<file path="config.mk">
export PLATFORM = sky130hd
export DESIGN_NAME = fetch_unit_flat
export DESIGN_NICKNAME = d
export VERILOG_FILES = /design/src/rtl/fetch_pkg.sv /design/src/rtl/fetch_unit_if.sv /design/src/rtl/fetch_hold_buffer.sv /design/src/rtl/fetch_unit.sv /design/src/flat_wrapper.sv
export SDC_FILE = /design/constraint.sdc
export NUM_CORES = 1
export LEC_CHECK = 0
export ABC_CLOCK_PERIOD_IN_PS = 3700
export BUFFER_PORTS_ARGS = -buffer_cell sky130_fd_sc_hd__buf_4
export CAP_MARGIN = 40
export CORE_AREA = 2 2 143 145
export DETAILED_ROUTE_END_ITERATION = 8
export DIE_AREA = 0 0 145 147
export PLACE_DENSITY_LB_ADDON = 0.12
export REMOVE_ABC_BUFFERS = 1
export SETUP_SLACK_MARGIN = 0.2
export SLEW_MARGIN = 25
export SYNTH_ARGS = -nofsm -noshare
export SYNTH_HDL_FRONTEND = slang
export SYNTH_SLANG_ARGS = --single-unit
</file>
<file path="constraint.sdc">
create_clock -name clk -period 3.7 [get_ports clk]
set_input_delay 0 -clock clk [delete_from_list [all_inputs] [get_ports clk]]
set_output_delay 0 -clock clk [all_outputs]
set_load 0.005 [all_outputs]
</file>
<file path="src/rtl/fetch_pkg.sv">
// Shared types and constants for the instruction-fetch stage.
// Latency: n/a (package only).
// Backpressure: n/a (package only).
package fetch_pkg;

   localparam logic [31:0] DEFAULT_RESET_PC  = 32'h0000_0000;
   localparam logic [31:0] DEFAULT_NOP_INSTR = 32'h0000_0000;

   typedef enum logic [1:0] {
      IDLE,
      FETCH,
      HOLD,
      SQUASH
   } fetch_state_t;

   typedef struct packed {
      logic [31:0] instruction;
      logic [31:0] pc_plus4;
      logic        valid;
   } ifid_t;

   // Redirect targets are word aligned; the low two bits are dropped.
   function automatic logic [31:0] word_align(input logic [31:0] a);
      return a & 32'hFFFF_FFFC;
   endfunction

   // Sequential PC step, modulo 2^32.
   function automatic logic [31:0] next_pc(input logic [31:0] a);
      return a + 32'd4;
   endfunction

endpackage

</file>
<file path="src/rtl/fetch_unit_if.sv">
// Instruction-memory request/response bundle between fetch and imem.
// Latency: n/a (wires only).
// Backpressure: req is held until ack; ack with req low means nothing.
//
// Signals:
//   req   fetch -> imem  request, held until ack
//   addr  fetch -> imem  word address, stable while req=1 and no ack
//   ack   imem  -> fetch rdata valid this cycle, ends the request
//   rdata imem  -> fetch fetched instruction word
interface fetch_unit_if;
   logic        req;
   logic [31:0] addr;
   logic        ack;
   logic [31:0] rdata;

   modport master (output req, output addr, input ack, input rdata);
   modport slave  (input req, input addr, output ack, output rdata);
endinterface

</file>
<file path="src/rtl/fetch_hold_buffer.sv">
// One-entry holding register for a word acked while decode is stalled.
// Latency: loaded word visible the cycle after load.
// Backpressure: none; clear wins over load.
//
// Ports: clk, reset (async active-low), load/din capture a word,
//        clear empties the entry, dout/valid expose the stored word.
module fetch_hold_buffer
   import fetch_pkg::*;
(
   input  logic        clk,
   input  logic        reset,
   input  logic        load,
   input  logic        clear,
   input  logic [31:0] din,
   output logic [31:0] dout,
   output logic        valid
);

   always_ff @(posedge clk or negedge reset) begin
      if (!reset) begin
         dout  <= DEFAULT_NOP_INSTR;
         valid <= 1'b0;
      end else if (clear) begin
         valid <= 1'b0;
      end else if (load) begin
         dout  <= din;
         valid <= 1'b1;
      end
   end

endmodule

</file>
<file path="src/rtl/fetch_unit.sv">
// Instruction-fetch stage: owns the PC, fetches from imem, drives the IF/ID register.
// Latency: one instruction per cycle with 0-wait memory; IF/ID loads on the edge that sees ack.
// Backpressure: stall_id freezes IF/ID and PC; a word acked during stall parks in the hold buffer.
//
// Ports:
//   clk, reset (async active-low)
//   stall_id              decode stall
//   redirect, redirect_pc taken branch/jump and its target (low two bits ignored)
//   imem                  fetch_unit_if.master request/response to instruction memory
//   instruction, pc_plus4, if_valid   IF/ID register contents
// Optional macro FETCH_PERF_EN adds fetch_count / bubble_count performance counters.
module fetch_unit
   import fetch_pkg::*;
#(
   parameter logic [31:0] RESET_PC  = DEFAULT_RESET_PC,
   parameter logic [31:0] NOP_INSTR = DEFAULT_NOP_INSTR
) (
   input  logic         clk,
   input  logic         reset,
   input  logic         stall_id,
   input  logic         redirect,
   input  logic [31:0]  redirect_pc,
   fetch_unit_if.master imem,
   output logic [31:0]  instruction,
   output logic [31:0]  pc_plus4,
   output logic         if_valid
`ifdef FETCH_PERF_EN
   ,
   output logic [31:0]  fetch_count,
   output logic [31:0]  bubble_count
`endif
);

   fetch_state_t state_q, state_d;
   logic [31:0]  pc_q, pc_d;
   logic [31:0]  sq_addr_q, sq_addr_d;   // address of the abandoned request while squashing
   ifid_t        ifid_q, ifid_d;
   ifid_t        bubble;
   logic         ifid_load;
   logic         req;
   logic         acked;
   logic         hold_load, hold_clear;
   logic [31:0]  hold_dat;
   logic         hold_vld;

   fetch_hold_buffer u_hold (
      .clk   (clk),
      .reset (reset),
      .load  (hold_load),
      .clear (hold_clear),
      .din   (imem.rdata),
      .dout  (hold_dat),
      .valid (hold_vld)
   );

   // Request is a pure function of state so reset drops it asynchronously.
   assign req        = (state_q == FETCH) || (state_q == SQUASH);
   assign acked      = req && imem.ack;
   assign imem.req   = req;
   // A squashed request keeps its original address until memory acks it.
   assign imem.addr  = (state_q == SQUASH) ? sq_addr_q : pc_q;

   assign instruction = ifid_q.instruction;
   assign pc_plus4    = ifid_q.pc_plus4;
   assign if_valid    = ifid_q.valid;

   always_comb begin
      state_d    = state_q;
      pc_d       = pc_q;
      sq_addr_d  = sq_addr_q;
      ifid_d     = ifid_q;
      ifid_load  = 1'b0;
      hold_load  = 1'b0;
      hold_clear = 1'b0;
      bubble     = '{instruction: NOP_INSTR, pc_plus4: ifid_q.pc_plus4, valid: 1'b0};

      if (redirect) begin
         // Redirect beats stall: flush IF/ID, drop any parked word.
         pc_d       = word_align(redirect_pc);
         ifid_d     = bubble;
         ifid_load  = 1'b1;
         hold_clear = 1'b1;
         case (state_q)
            FETCH: begin
               if (!acked) begin
                  state_d   = SQUASH;
                  sq_addr_d = pc_q;
               end else begin
                  state_d = FETCH;
               end
            end
            // An ack in the same cycle still ends the old request.
            SQUASH:  state_d = acked ? FETCH : SQUASH;
            default: state_d = FETCH;
         endcase
      end else begin
         case (state_q)
            IDLE: state_d = FETCH;
            FETCH: begin
               if (acked && !stall_id) begin
                  ifid_d    = '{instruction: imem.rdata, pc_plus4: next_pc(pc_q), valid: 1'b1};
                  ifid_load = 1'b1;
                  pc_d      = next_pc(pc_q);
               end else if (acked) begin
                  hold_load = 1'b1;
                  state_d   = HOLD;
               end else if (!stall_id) begin
                  ifid_d    = bubble;
                  ifid_load = 1'b1;
               end
            end
            HOLD: begin
               if (!stall_id && hold_vld) begin
                  ifid_d     = '{instruction: hold_dat, pc_plus4: next_pc(pc_q), valid: 1'b1};
                  ifid_load  = 1'b1;
                  pc_d       = next_pc(pc_q);
                  hold_clear = 1'b1;
                  state_d    = FETCH;
               end
            end
            SQUASH: begin
               // Acked data belongs to the discarded path and is never used.
               if (!stall_id) begin
                  ifid_d    = bubble;
                  ifid_load = 1'b1;
               end
               if (acked) state_d = FETCH;
            end
            default: state_d = IDLE;
         endcase
      end
   end

   always_ff @(posedge clk or negedge reset) begin
      if (!reset) begin
         state_q   <= IDLE;
         pc_q      <= RESET_PC;
         sq_addr_q <= RESET_PC;
         ifid_q    <= '{instruction: NOP_INSTR, pc_plus4: RESET_PC, valid: 1'b0};
      end else begin
         state_q   <= state_d;
         pc_q      <= pc_d;
         sq_addr_q <= sq_addr_d;
         if (ifid_load) ifid_q <= ifid_d;
      end
   end

`ifdef FETCH_PERF_EN
   always_ff @(posedge clk or negedge reset) begin
      if (!reset) begin
         fetch_count  <= 32'd0;
         bubble_count <= 32'd0;
      end else if (ifid_load) begin
         if (ifid_d.valid) fetch_count  <= fetch_count + 32'd1;
         else              bubble_count <= bubble_count + 32'd1;
      end
   end
`endif

endmodule
</file>
<file path="src/flat_wrapper.sv">
// flat-port wrapper written by rule: the top's interface ports become plain ports
module fetch_unit_flat import fetch_pkg::*;
#(
   parameter logic [31:0] RESET_PC  = DEFAULT_RESET_PC,
   parameter logic [31:0] NOP_INSTR = DEFAULT_NOP_INSTR
)
  (clk, reset, stall_id, redirect, redirect_pc, instruction, pc_plus4, if_valid, imem_req, imem_addr, imem_ack, imem_rdata);
  fetch_unit_if imem_i ();
  input  logic clk;
  input  logic reset;
  input  logic stall_id;
  input  logic redirect;
  input  logic [31:0] redirect_pc;
  output logic [31:0] instruction;
  output logic [31:0] pc_plus4;
  output logic if_valid;
  output wire logic [$bits(imem_i.req)-1:0] imem_req;
  output wire logic [$bits(imem_i.addr)-1:0] imem_addr;
  input wire logic [$bits(imem_i.ack)-1:0] imem_ack;
  input wire logic [$bits(imem_i.rdata)-1:0] imem_rdata;
  assign imem_req = imem_i.req;
  assign imem_addr = imem_i.addr;
  assign imem_i.ack = imem_ack;
  assign imem_i.rdata = imem_rdata;
  fetch_unit #(.RESET_PC(RESET_PC), .NOP_INSTR(NOP_INSTR)) u_core (.clk(clk), .reset(reset), .stall_id(stall_id), .redirect(redirect), .redirect_pc(redirect_pc), .imem(imem_i), .instruction(instruction), .pc_plus4(pc_plus4), .if_valid(if_valid));
endmodule
</file>
; ---- Word-level counts from Yosys, hierarchy flattened
; Cells that the tools add are included.
[word_totals]
register_bits = 164
input_bits = 69
output_inout_bits = 98
elab_cells = 73
[classes]
add_sub_neg = 1
n_eq_ne = 11
n_mux = 33
bitwise_logic = 3
n_reduce_logical = 17
[ops]
columns = operator, count
row1 = $mux 65, 5
row2 = $pmux 65 s3, 1
row3 = $mux 32, 4
row4 = $pmux 32 s2, 1
row5 = $add 32x3->32 const B, 1
row6 = $mux 2, 7
row7 = $mux 1, 13
row8 = $ne 3x2->1 const B, 3
row9 = $ne 3x3->1 const B, 3
row10 = $pmux 2 s4, 1
row11 = $reduce_and 4->1, 2
row12 = $reduce_and 3->1, 2
row13 = $reduce_bool 3->1, 2
row14 = $reduce_and 5->1, 1
row15 = $eq 2x2->1 const B, 2
row16 = $ne 4x4->1 const B, 1
row17 = $reduce_bool 4->1, 1
row18 = $logic_and 1x1->1, 3
row19 = $not 1->1, 3
row20 = $pmux 1 s3, 1
row21 = $eq 2x1->1 const B, 1
row22 = $logic_not 2->1, 1
row23 = $ne 2x1->1 const B, 1
row24 = $reduce_and 2->1, 1
row25 = 4 further kinds, 4

; ---- Logic depth before layout (Yosys ltp)
; Gate-level depths: netlist of run 1.
[logic_depth]
word_depth = 9
depth_mapped = 8

; ---- Modules after synthesis
; A second synthesis of run 1 with hierarchy kept.
[hier_totals]
cells_unflattened = 759
hier_area_um2 = 8126.5
[modules_own_cells]
columns = mod, n_inst, cells_each, area_each_um2, seq_area_each_um2
row1 = fetch_unit, 1, 687, 6735.2, 3178.0
row2 = fetch_hold_buffer, 1, 72, 1391.3, 825.8

; ---- Least setup slack after synthesis of run 1
; OpenSTA, ideal clock, no wires.
[synth_path]
kind = flip-flop to flip-flop
startpoint = reg u_core.pc_q[2]
endpoint = reg u_core.pc_q[24]
setup_ps = 141
arrival_time_ps = 1725
t_required_ps = 3559
slack_ps = 1834
stages_incl_launch_ff = 9
path_buffers = 3
synth_period_minus_slack_ps = 1866
cell_sequence = dfrtp_1 -> ha_1 -> and3_1 -> buf_2 -> nand4_4 -> buf_2 -> buf_2 -> o31ai_1 -> a31oi_1
[synth_between]
elab_chain_cells = 4
elab_cells_between_ends = 5
cone_classes = add/sub: 1 / mux: 4
[synth_rtl]
columns = item, line_no
row1 = "start, declared", fetch_unit.sv:35  ; logic [31:0] pc_q, pc_d;
row2 = "start signal, assigned", fetch_unit.sv:142  ; pc_q <= pc_d;
row3 = $add 32x3->32 *, fetch_pkg.sv:29  ; return a + 32'd4;
row4 = $mux 32 (on tied branches), "fetch_unit.sv:113, fetch_unit.sv:100"
row5 = $pmux 32 s2 *, fetch_unit.sv:97  ; case (state_q)
row6 = $mux 32 *, fetch_unit.sv:77  ; if (redirect) begin
; Mark *: on every way between the ends. The rest lies on a longest branch, timed or not. The select of a mux whose other input is x is not followed.
; A chain may end at the register's enable or synchronous reset.

; ---- Worst setup path in the final report of run 1
[layout_path]
startpoint = reg u_core.state_q[1]
endpoint = reg u_core.ifid_q (netlist bit u_core.pc_plus4[23])
[layout_between]
elab_chain_cells = 8
elab_cells_between_ends = 16
cone_classes = eq/ne: 5 / mux: 6 / reduce/logical: 5
[layout_rtl]
columns = item, line_no
row1 = "start, declared", fetch_unit.sv:34  ; fetch_state_t state_q, state_d;
row2 = "start signal, assigned", fetch_unit.sv:141  ; state_q <= state_d;
row3 = $eq 2x1->1 or $eq 2x2->1 (tied branches), "fetch_unit.sv:57, fetch_unit.sv:97"
row4 = $logic_or 1x1->1, fetch_unit.sv:57  ; assign req = (state_q == FETCH) || (state_q == SQUASH);
row5 = $logic_and 1x1->1, fetch_unit.sv:58  ; assign acked = req && imem.ack;
row6 = $mux 1 or $logic_and 1x1->1 (tied branches), "fetch_unit.sv:104, fetch_unit.sv:100"
row7 = $mux 1, fetch_unit.sv:100  ; if (acked && !stall_id) begin
row8 = $pmux 1 s3, fetch_unit.sv:97
row9 = $mux 1, fetch_unit.sv:77
row10 = $reduce_and 5->1 (no line), -
row11 = "end signal, assigned", fetch_unit.sv:139  ; ifid_q <= '{instruction: NOP_INSTR, pc_plus4: RESET_PC, valid: 1'b0};
row12 = "end signal, assigned", fetch_unit.sv:144  ; if (ifid_load) ifid_q <= ifid_d;
row13 = "end, declared", fetch_unit.sv:37  ; ifid_t ifid_q, ifid_d;
; Several ways; a longest one is shown, not always the timed one.

==> results.rst, run 1 <==
.. list-table::
   :header-rows: 1

   * - Metric
     - Value
   * - Outcome
     - completed
   * - Number of distinct library cells after synthesis
     - 50
   * - Antenna Diode Count
     - 0
   * - Start of the worst register-to-register path
     - u_core.state_q[1]
   * - Latest clock arrival within the worst-skew pair
     - 0.43 ns
   * - Number of cells in the design after placement
     - about 1100
   * - Total Neg Setup Slack
     - 0 ns
   * - Pin count of the biggest net entering global routing
     - 87
   * - Worst IR Drop VDD
     - about 350 uV
   * - Number of pins exceeding their max-slew limit in the final report
     - 0
   * - Die height
     - around 150 um
   * - Instance area after placement
     - around 9400 um^2
   * - Async set-or-reset flop fraction in the synthesized netlist
     - 1.000
   * - #FFs+latches synth
     - 160
   * - Placer Congestion
     - 0.7676
   * - DRC violations left
     - 0
   * - Share of cells above drive strength 1
     - 0.3358
   * - Average wire length per cell after detail routing
     - 18.18 um
   * - Count of instances resized after the clock tree is built
     - 0
   * - Sum of internal, switching and leakage power
     - around 0.0054 W
   * - Clk slew on worst S/H paths
     - about 0.070 ns
   * - FF-to-FF setup slack
     - roughly 1.3 ns
   * - Initial antenna violation count
     - 0
   * - Most frequent cell on the critical path
     - sky130_fd_sc_hd__buf_4
   * - Iteration-0 DRC count of the detailed router
     - 318
   * - Reg-to-reg critical path endpoint
     - u_core.pc_plus4[23]
   * - Routed Antenna Nets
     - 0
   * - Num CTS Buffers
     - 17
   * - RSZ-0062 raised after global routing
     - no
   * - Detailed Route WL
     - 22340 um
   * - Share of the yosys chip area belonging to registers
     - 0.4984
   * - Vias in the first global route
     - 6965
   * - Critical path data required time
     - 4.05 ns
   * - Maximum clock path buffer count
     - 2
   * - Relative area change from synthesis to final layout
     - 32.61%
   * - Mean number of vias per cell
     - ~5.5
   * - Buffer type at the clock tree root
     - sky130_fd_sc_hd__clkbuf_16
   * - Final clock period utilization by the worst path
     - 0.6592
   * - Final number of hold-violating endpoints
     - 0
   * - Worst Hold Class
     - input pin to async pin
   * - Type of origin of the critical path
     - flop
   * - TritonCTS clock tree
     - yes
   * - Final Setup Violations
     - 0
   * - Number of primary I/O pins
     - 167
   * - CTS H-tree depth
     - 4
   * - Ratio of total power to cell area
     - 502.3 nW/um^2
   * - NumNets Final
     - between 1000 and 1500
   * - Max Cap Violations
     - 0
   * - Transition time of the tightest slew-check pin
     - 0.6678 ns
   * - Number of warnings issued by yosys
     - 0
   * - Leakage dissipation
     - between 4 and 5 nW
   * - Initial Util
     - 0.4049
   * - Count of mapped cells out of synthesis
     - between 700 and 800
   * - Clock Skews
     - 0.008620 ns
   * - HPWL Detailed
     - ~14000 um
   * - Chip width
     - between 100 and 150 um
   * - Cell Rows
     - 52
   * - Drt first pass iters
     - 4
   * - Finished Cell Area
     - about 11000 um^2
   * - DR vias
     - between 6000 and 7000
   * - Die area
     - 21320 um^2
   * - First-pass GRT wire length
     - approximately 37000 um
   * - Worst path cell trace
     - nand4bb_1 -> buf_4 -> a21oi_2 -> buf_4 -> o211ai_1 -> nand3_1
   * - Total global routing overflow
     - 0
   * - Final Instance Count excl. Fillers
     - 1229
   * - Logic depth of the worst register-to-register path
     - 6
   * - Setup crit end kind
     - flop
   * - Relative slew slack
     - 0.5522
   * - Critical path's top delay family
     - simple AND/OR/NAND/NOR gates
   * - Buffers & Inverters on Critical Path
     - 2
   * - Delay of the slowest cell on the worst path
     - ~0.66 ns
   * - Worst endpoint data arrival time
     - ~2.8 ns
   * - Core ar.
     - between 15000 and 20000 um^2
   * - Cell with the largest stage delay on the worst path
     - sky130_fd_sc_hd__nand4bb_1
   * - CP max FO
     - 29
   * - Overall fraction of global-route tracks in use
     - 0.2128
   * - Ys flop type
     - sky130_fd_sc_hd__dfrtp_1
   * - Synthesized area
     - ~8000 um^2
   * - Number of enable-type register cells in the synthesized netlist
     - 0
   * - Port Buffer Count
     - ~160
   * - Post-CTS Repair Setup Buffers
     - 0
   * - Achievable frequency
     - slightly above 0.4 GHz
   * - Count of clock tree sinks
     - 160
   * - Fin crit period
     - around 2.4 ns
   * - Setup CP Type
     - flop to flop
   * - Mean cell area of the mapped netlist
     - ~11 um^2
sequential cells by signal, summed over array words and instances (netlist names):
signal and cells:
u_core.if_valid 1, u_core.sq_addr_q 30, u_core.u_hold.valid 1, u_core.pc_q 30, u_core.instruction 32, u_core.state_q 2, u_core.pc_plus4 32, u_core.u_hold.dout 32
metrics by stage:
step	hold WS (ns)	utilization	worst slack, ns
finish	0.003037	0.5369	1.261
global route	0.001302	0.5369	1.036
CTS	0.006800	0.5339	0.9301
detailed placement	0.1360	0.4715	0.9419
global placement	0.1074	0.4706	1.069
floorplan	-0.2956	-	0.8068
cell families (layout without fill, tap and decap cells):
group	after synthesis	in the layout	synth area share
AO/OA/AOI/OAI	199	199	0.1615
buffers and inverters	80	280	0.04968
other	1	2	0.0004668
XOR/XNOR	22	22	0.02398
adder cells (fa/ha/maj)	1	1	0.001557
AND/OR/NAND/NOR	202	202	0.1342
multiplexers	93	93	0.1302
flip-flops	160	160	0.4984
report_power, final:
| part | internal [W] | switching, W | total, W |
|---|---|---|---|
| clock network | 0.00102 | 0.000790 | 0.00181 |
| logic | 0.000697 | 0.000488 | 0.00119 |
| registers | 0.00211 | 0.000255 | 0.00236 |
| total | 0.00382 | 0.00153 | 0.00535 |
final cells by class:
class                      count  area, um^2
clock buffer                  17       425.4
sequential                   160        4004
multi-input combinational    519        3664
fill                        1769        9190
clock inverter                15       171.4
inverter                       4       15.01
tap                          270       337.8
timing repair buffer         244        2037
worst max-delay path by stage:
stage | startpoint | to | slack, ns | cells after the start
4_1_cts | u_core.state_q[1] | u_core.pc_q[20] | 0.93 | 5
6_report | u_core.state_q[1] | u_core.pc_plus4[23] | 1.26 | 6
3_5_place_dp | u_core.state_q[1] | u_core.pc_q[20] | 0.94 | 5
2_1_floorplan | u_core.state_q[1] | u_core.pc_plus4[17] | 0.81 | 4
3_3_place_gp | u_core.state_q[1] | u_core.pc_q[28] | 1.07 | 4
5_1_grt | u_core.state_q[1] | u_core.pc_plus4[23] | 1.04 | 6
cells in the final DEF, fill, tap and decap left out, drive strengths merged, types with 4 or more instances in the layout:
cell type | netlist | final
clkbuf | 35 | 17
nor2 | 44 | 44
o21ai | 87 | 87
o211ai | 7 | 7
and4 | 5 | 5
or4 | 22 | 22
o31ai | 18 | 18
a221oi | 21 | 21
dlygate4sd3 | 0 | 64
a21oi | 5 | 5
dfrtp | 160 | 160
o22ai | 11 | 11
xor2 | 7 | 7
xnor2 | 15 | 15
nand4 | 11 | 11
nor3 | 4 | 4
inv | 4 | 12
nand2 | 66 | 66
nor2b | 4 | 4
or3 | 11 | 11
and2 | 4 | 4
a31oi | 28 | 28
buf | 41 | 180
and3 | 5 | 5
mux2 | 92 | 92
nand3 | 18 | 18
o22a | 11 | 11
cells in the mapped netlist, types with 18 or more instances:
cell                       instances  share of area
sky130_fd_sc_hd__a221oi_1         21          0.023
sky130_fd_sc_hd__a31oi_1          28          0.022
sky130_fd_sc_hd__buf_2            28          0.017
sky130_fd_sc_hd__clkbuf_1         35          0.016
sky130_fd_sc_hd__dfrtp_1         160           0.50
sky130_fd_sc_hd__mux2_2           92           0.13
sky130_fd_sc_hd__nand2_1          65          0.030
sky130_fd_sc_hd__nand3_1          18          0.011
sky130_fd_sc_hd__nor2_1           43          0.020
sky130_fd_sc_hd__o21ai_0          83          0.052
sky130_fd_sc_hd__o31ai_1          18          0.017
sky130_fd_sc_hd__or4_1            22          0.021
routing by layer:
metal	GRT usage	vias up	wire length, um	part of all wire
met1	0.2689	3369	10060	0.45
met2	0.3667	186	10800	0.48
met5	0	-	0	0
met4	0.06337	0	303	0.014
li1	-	3166	-	-
met3	0.04814	23	1172	0.052
timing repair:
action,CTS,global route
hold buffers,64,0
hold endpoints to repair,179,0
setup endpoints to repair,0,0
Power figures use the tool's default switching activity.
==> run 2, diff against run 1 <==
- ABC_AREA: unset -> 1
- ABC_CLOCK_PERIOD_IN_PS: 3700 -> 2440
- CORE_AREA: 2 2 143 145 -> 2 2 146 148
- DIE_AREA: 0 0 145 147 -> 0 0 148 150
- clock period: 3.7 -> 2.44 ns (I/O delays scaled with it)
==> run 2 against run 1 <==
  * Worst setup slack worse by 0.88 ns
  * Critical path type unchanged
  * Hold slack better by 0.066 ns
  * Core utilization about the same
  * Die area up 4.2%
  * First-iteration DRC count up 41%
  * Count of clock-buffer cells in the layout unchanged
==> results.rst, run 2 <==
.. list-table::
   :header-rows: 1

   * - Metric
     - Value
   * - Mean number of vias per cell
     - around 4.8
   * - Detailed Route WL
     - around 24000 um
   * - Drt first pass iters
     - 6
   * - Cell Rows
     - between 50 and 60
   * - Transition time of the tightest slew-check pin
     - around 0.57 ns
   * - FF-to-FF setup slack
     - between 0.3 and 0.4 ns
   * - Core ar.
     - just over 20000 um^2
   * - Fillcell total
     - between 2000 and 2500
   * - Worst setup path startpoint
     - u_core.state_q[0]
   * - Post-CTS Repair Setup Buffers
     - 0
   * - Routed Antenna Nets
     - 0
   * - Worst endpoint data arrival time
     - 2.38 ns
   * - Crit path capture
     - u_core.instruction[18]
   * - Antenna Diode Count
     - 0
   * - Number of distinct library cells after synthesis
     - 34
   * - Outcome
     - completed
   * - #FFs+latches synth
     - 160
   * - Number of cells in the design after placement
     - roughly 1500
   * - Most frequent cell after synthesis
     - sky130_fd_sc_hd__nand2_1
   * - Type of origin of the critical path
     - flop
   * - Worst setup timing slack at the placement stage
     - between 0.3 and 0.4 ns
   * - Proportion of power drawn by flip-flops and latches
     - 0.428
   * - Clk slew on worst S/H paths
     - roughly 0.070 ns
   * - Number of pins exceeding their max-slew limit in the final report
     - 0
   * - Footprint of the multi-input gates
     - 3670 um^2
   * - NumNets Final
     - around 1400
   * - Die height
     - roughly 150 um
   * - First-pass GRT wire length
     - about 38000 um
   * - Number of enable-type register cells in the synthesized netlist
     - 0
   * - Initial antenna violation count
     - 0
   * - Total global routing overflow
     - 0
   * - Initial Util
     - 0.4023
   * - RSZ-0062 raised after global routing
     - no
   * - Chip width
     - 148 um
   * - Count of mapped cells out of synthesis
     - ~1100
   * - Logic depth of the worst register-to-register path
     - 9
   * - CTS H-tree depth
     - 4
   * - Delay of the slowest cell on the worst path
     - 0.47 ns
   * - Final clock period utilization by the worst path
     - 0.8447
   * - Vias in the first global route
     - about 7300
   * - Maximum clock path buffer count
     - 2
   * - Cell internal pwr
     - roughly 0.0060 W
   * - Count of clock tree sinks
     - 160
   * - Share of the yosys chip area belonging to registers
     - 0.4811
   * - Setup CP Type
     - flop to flop
   * - Number of warnings issued by yosys
     - 0
   * - Placer Congestion
     - roughly 0.84
   * - Final number of hold-violating endpoints
     - 0
   * - Cell count along the critical path
     - 9
   * - Combinational group share of total power
     - 0.260
   * - Clock Skews
     - between 0.01 and 0.015 ns
   * - DRC violations left
     - 0
   * - Final setup slack of the worst path
     - 0.3789 ns
   * - Share of cells above drive strength 1
     - 0.1920
   * - Worst Hold Class
     - input pin to async pin
   * - Latest clock arrival within the worst-skew pair
     - 0.43 ns
   * - Biggest area contributors in the synthesized netlist
     - sky130_fd_sc_hd__dfrtp_1, sky130_fd_sc_hd__nand2_1, sky130_fd_sc_hd__o21ai_0
   * - Share of the core filled with cells in the final layout
     - 0.5370
   * - Largest area contributor in the netlist
     - sky130_fd_sc_hd__dfrtp_1
   * - Area used by sequential logic in the layout
     - between 4000 and 5000 um^2
   * - Critical path's top delay family
     - simple AND/OR/NAND/NOR gates
   * - Relative slew slack
     - 0.6223
   * - Iteration-0 DRC count of the detailed router
     - about 450
   * - Synthesized area
     - ~8300 um^2
   * - Buffers & Inverters on Critical Path
     - 3
   * - Overall fraction of global-route tracks in use
     - 0.2181
   * - Start of the worst register-to-register path
     - u_core.state_q[0]
   * - Achievable frequency
     - a little under 0.5 GHz
   * - Ys flop type
     - sky130_fd_sc_hd__dfrtp_1
   * - DR vias
     - 7764
   * - Mean cell area of the mapped netlist
     - ~7.3 um^2
   * - Critical path data required time
     - 2.76 ns
   * - CP max FO
     - 24
   * - Top post-synthesis cells by count
     - sky130_fd_sc_hd__nand2_1, sky130_fd_sc_hd__dfrtp_1, sky130_fd_sc_hd__o21ai_0
   * - Most common cell after layout, fill and taps aside
     - sky130_fd_sc_hd__nand2_1
   * - Setup crit end kind
     - flop
   * - Number of primary I/O pins
     - ~170
   * - Average wire length per cell after detail routing
     - 14.48 um
   * - Port Buffer Count
     - between 150 and 200
   * - Pin count of the biggest net entering global routing
     - approximately 60
   * - Max Cap Violations
     - 0
   * - Finished Cell Area
     - approximately 11000 um^2
   * - HPWL Detailed
     - between 15000 and 20000 um
   * - Die area
     - about 22000 um^2
   * - Ratio of total power to cell area
     - roughly 800 nW/um^2
   * - Reg-to-reg critical path endpoint
     - u_core.instruction[18]
   * - Fin crit period
     - about 2 ns
   * - Highest-count cells in the layout ignoring fill and taps
     - sky130_fd_sc_hd__nand2_1, sky130_fd_sc_hd__buf_4, sky130_fd_sc_hd__dfrtp_1
   * - Async set-or-reset flop fraction in the synthesized netlist
     - 1.000
   * - TritonCTS clock tree
     - yes
   * - Buffer type at the clock tree root
     - sky130_fd_sc_hd__clkbuf_16
   * - Leakage dissipation
     - 5.675 nW
   * - Worst path cell trace
     - inv_2 -> nand2_2 -> o21ai_1 -> nor2_4 -> buf_16 -> nor2_2 -> buf_4 -> nand3_1 -> nand2_1
   * - Final Setup Violations
     - 0
   * - Num CTS Buffers
     - 17
   * - Final Instance Count excl. Fillers
     - between 1500 and 2000
   * - Net switching power
     - approximately 0.0028 W
   * - Clock network fraction of design power
     - 0.313
   * - Worst IR Drop VDD
     - 550.6 uV
   * - Relative area change from synthesis to final layout
     - 33.48%
   * - Cell with the largest stage delay on the worst path
     - sky130_fd_sc_hd__nor2_4
   * - Share of the synthesized area in the top cell type
     - 0.4811
   * - Switching share of total power
     - 0.3188
   * - Instance area after placement
     - around 9900 um^2
[run 2: logic make-up after synthesis]
logic type | Yosys count | share of synthesized area
XOR/XNOR | 11 | 0.01158
multiplexers | 12 | 0.01609
buffers and inverters | 166 | 0.08088
AO/OA/AOI/OAI | 170 | 0.1063
other | 1 | 0.0004506
adder cells (fa/ha/maj) | 1 | 0.001503
AND/OR/NAND/NOR | 612 | 0.3022
flip-flops | 160 | 0.4811
[run 2: power groups by stage]
stage	clock (W)	sequential, W	combinational [W]
after CTS	0.00282	0.00377	0.00232
final	0.00275	0.00376	0.00229
after floorplan	0	0.00372	0.00107
after detailed placement	0	0.00381	0.00222
after global placement	0	0.00380	0.00218
after global routing	0.00293	0.00386	0.00260
[run 2: worst min path at each step]
| stage | from | endpoint |
|---|---|---|
| 3_3_place_gp | reset | u_core.sq_addr_q[7] |
| 4_1_cts | redirect | u_core.u_hold.valid |
| 5_1_grt | redirect | u_core.u_hold.valid |
| 6_report | reset | u_core.sq_addr_q[8] |
| 3_5_place_dp | reset | u_core.sq_addr_q[8] |
| 2_1_floorplan | reset | u_core.if_valid |
[run 2: cell type report]
type | count | area share
clock inverters | 15 | 0.01543
multi-input cells | 808 | 0.3303
inverters | 104 | 0.03514
clock buffers | 17 | 0.03829
well taps | 275 | 0.03097
flip-flops and latches | 160 | 0.3604
repair buffers | 250 | 0.1894
[run 2: metal layers]
metal,vias up,wire [um],global-route usage
met3,27,1032,0.03689
li1,3970,-,-
met1,3577,10350,0.2777
met2,190,11820,0.3824
met5,-,0,0
met4,0,375,0.06286
[run 2: repair_timing]
| action | in CTS | in global routing |
|---|---|---|
| endpoints found under the setup margin | 0 | 7 |
| hold buffers | 65 | 0 |
| resized for setup | 0 | 2 |
| hold endpoints to repair | 179 | 0 |
[run 2: metrics by stage]
stage	hold WS, ns	TNS, ns	total power, W
final	0.06882	0	0.008801
after detailed placement	-0.01924	0	0.006033
after global routing	0.1065	0	0.009393
after global placement	-0.02590	0	0.005976
after floorplan	-0.2956	-6.064	0.004787
after CTS	0.07261	0	0.008901
==> run 3, diff against run 2 <==
- ABC_CLOCK_PERIOD_IN_PS: 2440 -> 2000
- clock period: 2.44 -> 2 ns (I/O delays scaled with it)
==> run 3 against run 2 <==
  * Cell count grew 1.4%
  * Die area is the same
  * Highest routed layer unchanged
  * Worst setup slack lost 0.11 ns
  * Core utilization grew 1.3 points
  * Critical path type unchanged
  * Clock skew shrank 0.0043 ns
==> results.rst, run 3 (synthesis gave the netlist of run 2 again) <==
.. list-table::
   :header-rows: 1

   * - Metric
     - Value
   * - Port Buffer Count
     - roughly 160
   * - Num CTS Buffers
     - 17
   * - CP max FO
     - 4
   * - Count of clock tree sinks
     - 160
   * - Detailed Route WL
     - approximately 24000 um
   * - Transition time of the tightest slew-check pin
     - around 0.66 ns
   * - Max Cap Violations
     - 0
   * - Core ar.
     - roughly 21000 um^2
   * - Pin count of the biggest net entering global routing
     - just over 60
   * - Drt first pass iters
     - 6
   * - Highest metal used
     - met4
   * - Type of origin of the critical path
     - flop
   * - Outcome
     - completed
   * - Ratio of total power to cell area
     - slightly below 1000 nW/um^2
   * - Post-CTS Repair Setup Buffers
     - 0
   * - First-pass GRT wire length
     - 38140 um
   * - CTS H-tree depth
     - 4
   * - Relative slew slack
     - 0.5597
   * - Amount of wire on met3 after detailed routing
     - 933 um
   * - Share of the core filled with cells in the final layout
     - 0.5503
   * - Total global routing overflow
     - 0
   * - Met2 wirelength from detailed routing
     - 11840 um
   * - Sum of internal, switching and leakage power
     - between 0.01 and 0.015 W
   * - Instance area after placement
     - 9971 um^2
   * - Maximum clock path buffer count
     - 2
   * - DRC violations left
     - 0
   * - TritonCTS clock tree
     - yes
   * - Worst IR Drop VDD
     - about 630 uV
   * - Worst path cell trace
     - ha_2 -> nand2_1 -> nor2_1 -> nand2_1 -> nor2_2 -> nand2_1 -> nand2_1 -> nand2_1 -> nand2_1 -> nand2_1
   * - DR vias
     - 7866
   * - Cell Rows
     - 53
   * - Placer Congestion
     - about 0.86
   * - Final setup slack of the worst path
     - around 0.27 ns
   * - Final clock period utilization by the worst path
     - 0.8658
   * - Fillcell total
     - 2005
   * - Die height
     - 150 um
   * - Routed Antenna Nets
     - 0
   * - Initial antenna violation count
     - 0
   * - M1 WL
     - ~11000 um
   * - Delay of the slowest cell on the worst path
     - roughly 0.42 ns
   * - Latest clock arrival within the worst-skew pair
     - about 0.43 ns
   * - Worst setup timing slack at the placement stage
     - roughly 0.20 ns
   * - Clk slew on worst S/H paths
     - ~0.06 ns
   * - Leakage dissipation
     - 5.773 nW
   * - Buffer type at the clock tree root
     - sky130_fd_sc_hd__clkbuf_16
   * - Finished Cell Area
     - ~11000 um^2
   * - RSZ-0062 raised after global routing
     - yes
   * - Initial Util
     - 0.4023
   * - Mean number of vias per cell
     - ~4.8
   * - Number of primary I/O pins
     - 167
   * - Setup crit end kind
     - flop
   * - Achievable frequency
     - around 0.58 GHz
   * - Setup CP Type
     - flop to flop
   * - Highest-count cells in the layout ignoring fill and taps
     - sky130_fd_sc_hd__nand2_1, sky130_fd_sc_hd__buf_4, sky130_fd_sc_hd__dfrtp_1
   * - HPWL Detailed
     - 15820 um
   * - Final number of hold-violating endpoints
     - 0
   * - Worst Hold Class
     - input pin to flop
   * - Most common cell after layout, fill and taps aside
     - sky130_fd_sc_hd__nand2_1
   * - Die area
     - approximately 22000 um^2
   * - Clock Skews
     - 0.006313 ns
   * - Antenna Diode Count
     - 0
   * - Iteration-0 DRC count of the detailed router
     - approximately 410
   * - Vias in the first global route
     - between 7000 and 8000
   * - Overall fraction of global-route tracks in use
     - 0.2172
   * - Chip width
     - 148 um
   * - Critical path's top delay family
     - simple AND/OR/NAND/NOR gates
   * - Final Setup Violations
     - 0
   * - NumNets Final
     - approximately 1400
   * - Relative area change from synthesis to final layout
     - 36.79%
   * - Cell with the largest stage delay on the worst path
     - sky130_fd_sc_hd__dfrtp_1
   * - Number of pins exceeding their max-slew limit in the final report
     - 0
   * - Fin crit period
     - ~1.7 ns
   * - Critical path data required time
     - roughly 2.3 ns
   * - Average wire length per cell after detail routing
     - about 14 um
   * - Worst endpoint data arrival time
     - 2.05 ns
   * - Share of cells above drive strength 1
     - 0.2049
   * - Most frequent cell on the critical path
     - sky130_fd_sc_hd__nand2_1
   * - Buffers & Inverters on Critical Path
     - 0
[run 3: worst paths after layout]
check                                   startpoint                      to  slack (ns)  cells past startpoint
worst max-delay path                u_core.pc_q[2]     u_core.pc_plus4[24]        0.27                     10
worst min-delay path                      redirect          u_core.pc_q[2]        0.05                      3
worst max register to register      u_core.pc_q[2]     u_core.pc_plus4[24]        0.27                     10
worst min register to register  u_core.pc_plus4[1]      u_core.pc_plus4[1]        0.47                      2
max in group asynchronous                    reset  u_core.u_hold.dout[21]        1.20                      3
min in group asynchronous                    reset     u_core.sq_addr_q[8]        0.12                      2
[run 3: metrics by stage]
| stage | instances | hold WS (ns) | TNS, ns |
|---|---|---|---|
| finish | 1651 | 0.05410 | 0 |
| global route | 1651 | 0.1128 | 0 |
| detailed placement | 1547 | 0.04149 | 0 |
| floorplan | 1072 | -0.2956 | -36.46 |
| global placement | 1547 | 0.03750 | 0 |
| CTS | 1651 | 0.03851 | 0 |
[run 3: area by class of cell]
class / count / area, um^2 / area share
inverters: 104 / 395.4 / 0.03473
multi-input cells: 808 / 3694 / 0.3244
well taps: 275 / 344.1 / 0.03022
clock inverters: 11 / 153.9 / 0.01352
repair buffers: 272 / 2320 / 0.2038
flip-flops and latches: 160 / 4008 / 0.3520
clock buffers: 21 / 470.5 / 0.04132
[run 3: routing by layer]
metal	global-route usage	vias to the layer above
met3	0.03720	20
met1	0.2736	3672
met4	0.06714	0
met2	0.3817	164
met5	0	-
li1	-	4010
[run 3: tightest hold or removal path, cell delays in order]
cell and delay [ns]:
sky130_fd_sc_hd__buf_4 0.19, sky130_fd_sc_hd__a21oi_1 0.15, sky130_fd_sc_hd__o21ai_0 0.09
[run 3: power by group]
part / internal [W] / leakage [nW] / switching (W)
logic: 0.00147 / 3.45 / 0.00145
clock network: 0.00208 / 0.289 / 0.00138
registers: 0.00405 / 2.03 / 0.000531
total: 0.00759 / 5.77 / 0.00337
[run 3: timing repair]
action                     CTS  global route
hold buffers                72             0
setup endpoints to repair   28           107
gates resized for setup      9            17
pin swaps                    0             0
hold endpoints to repair   139             0
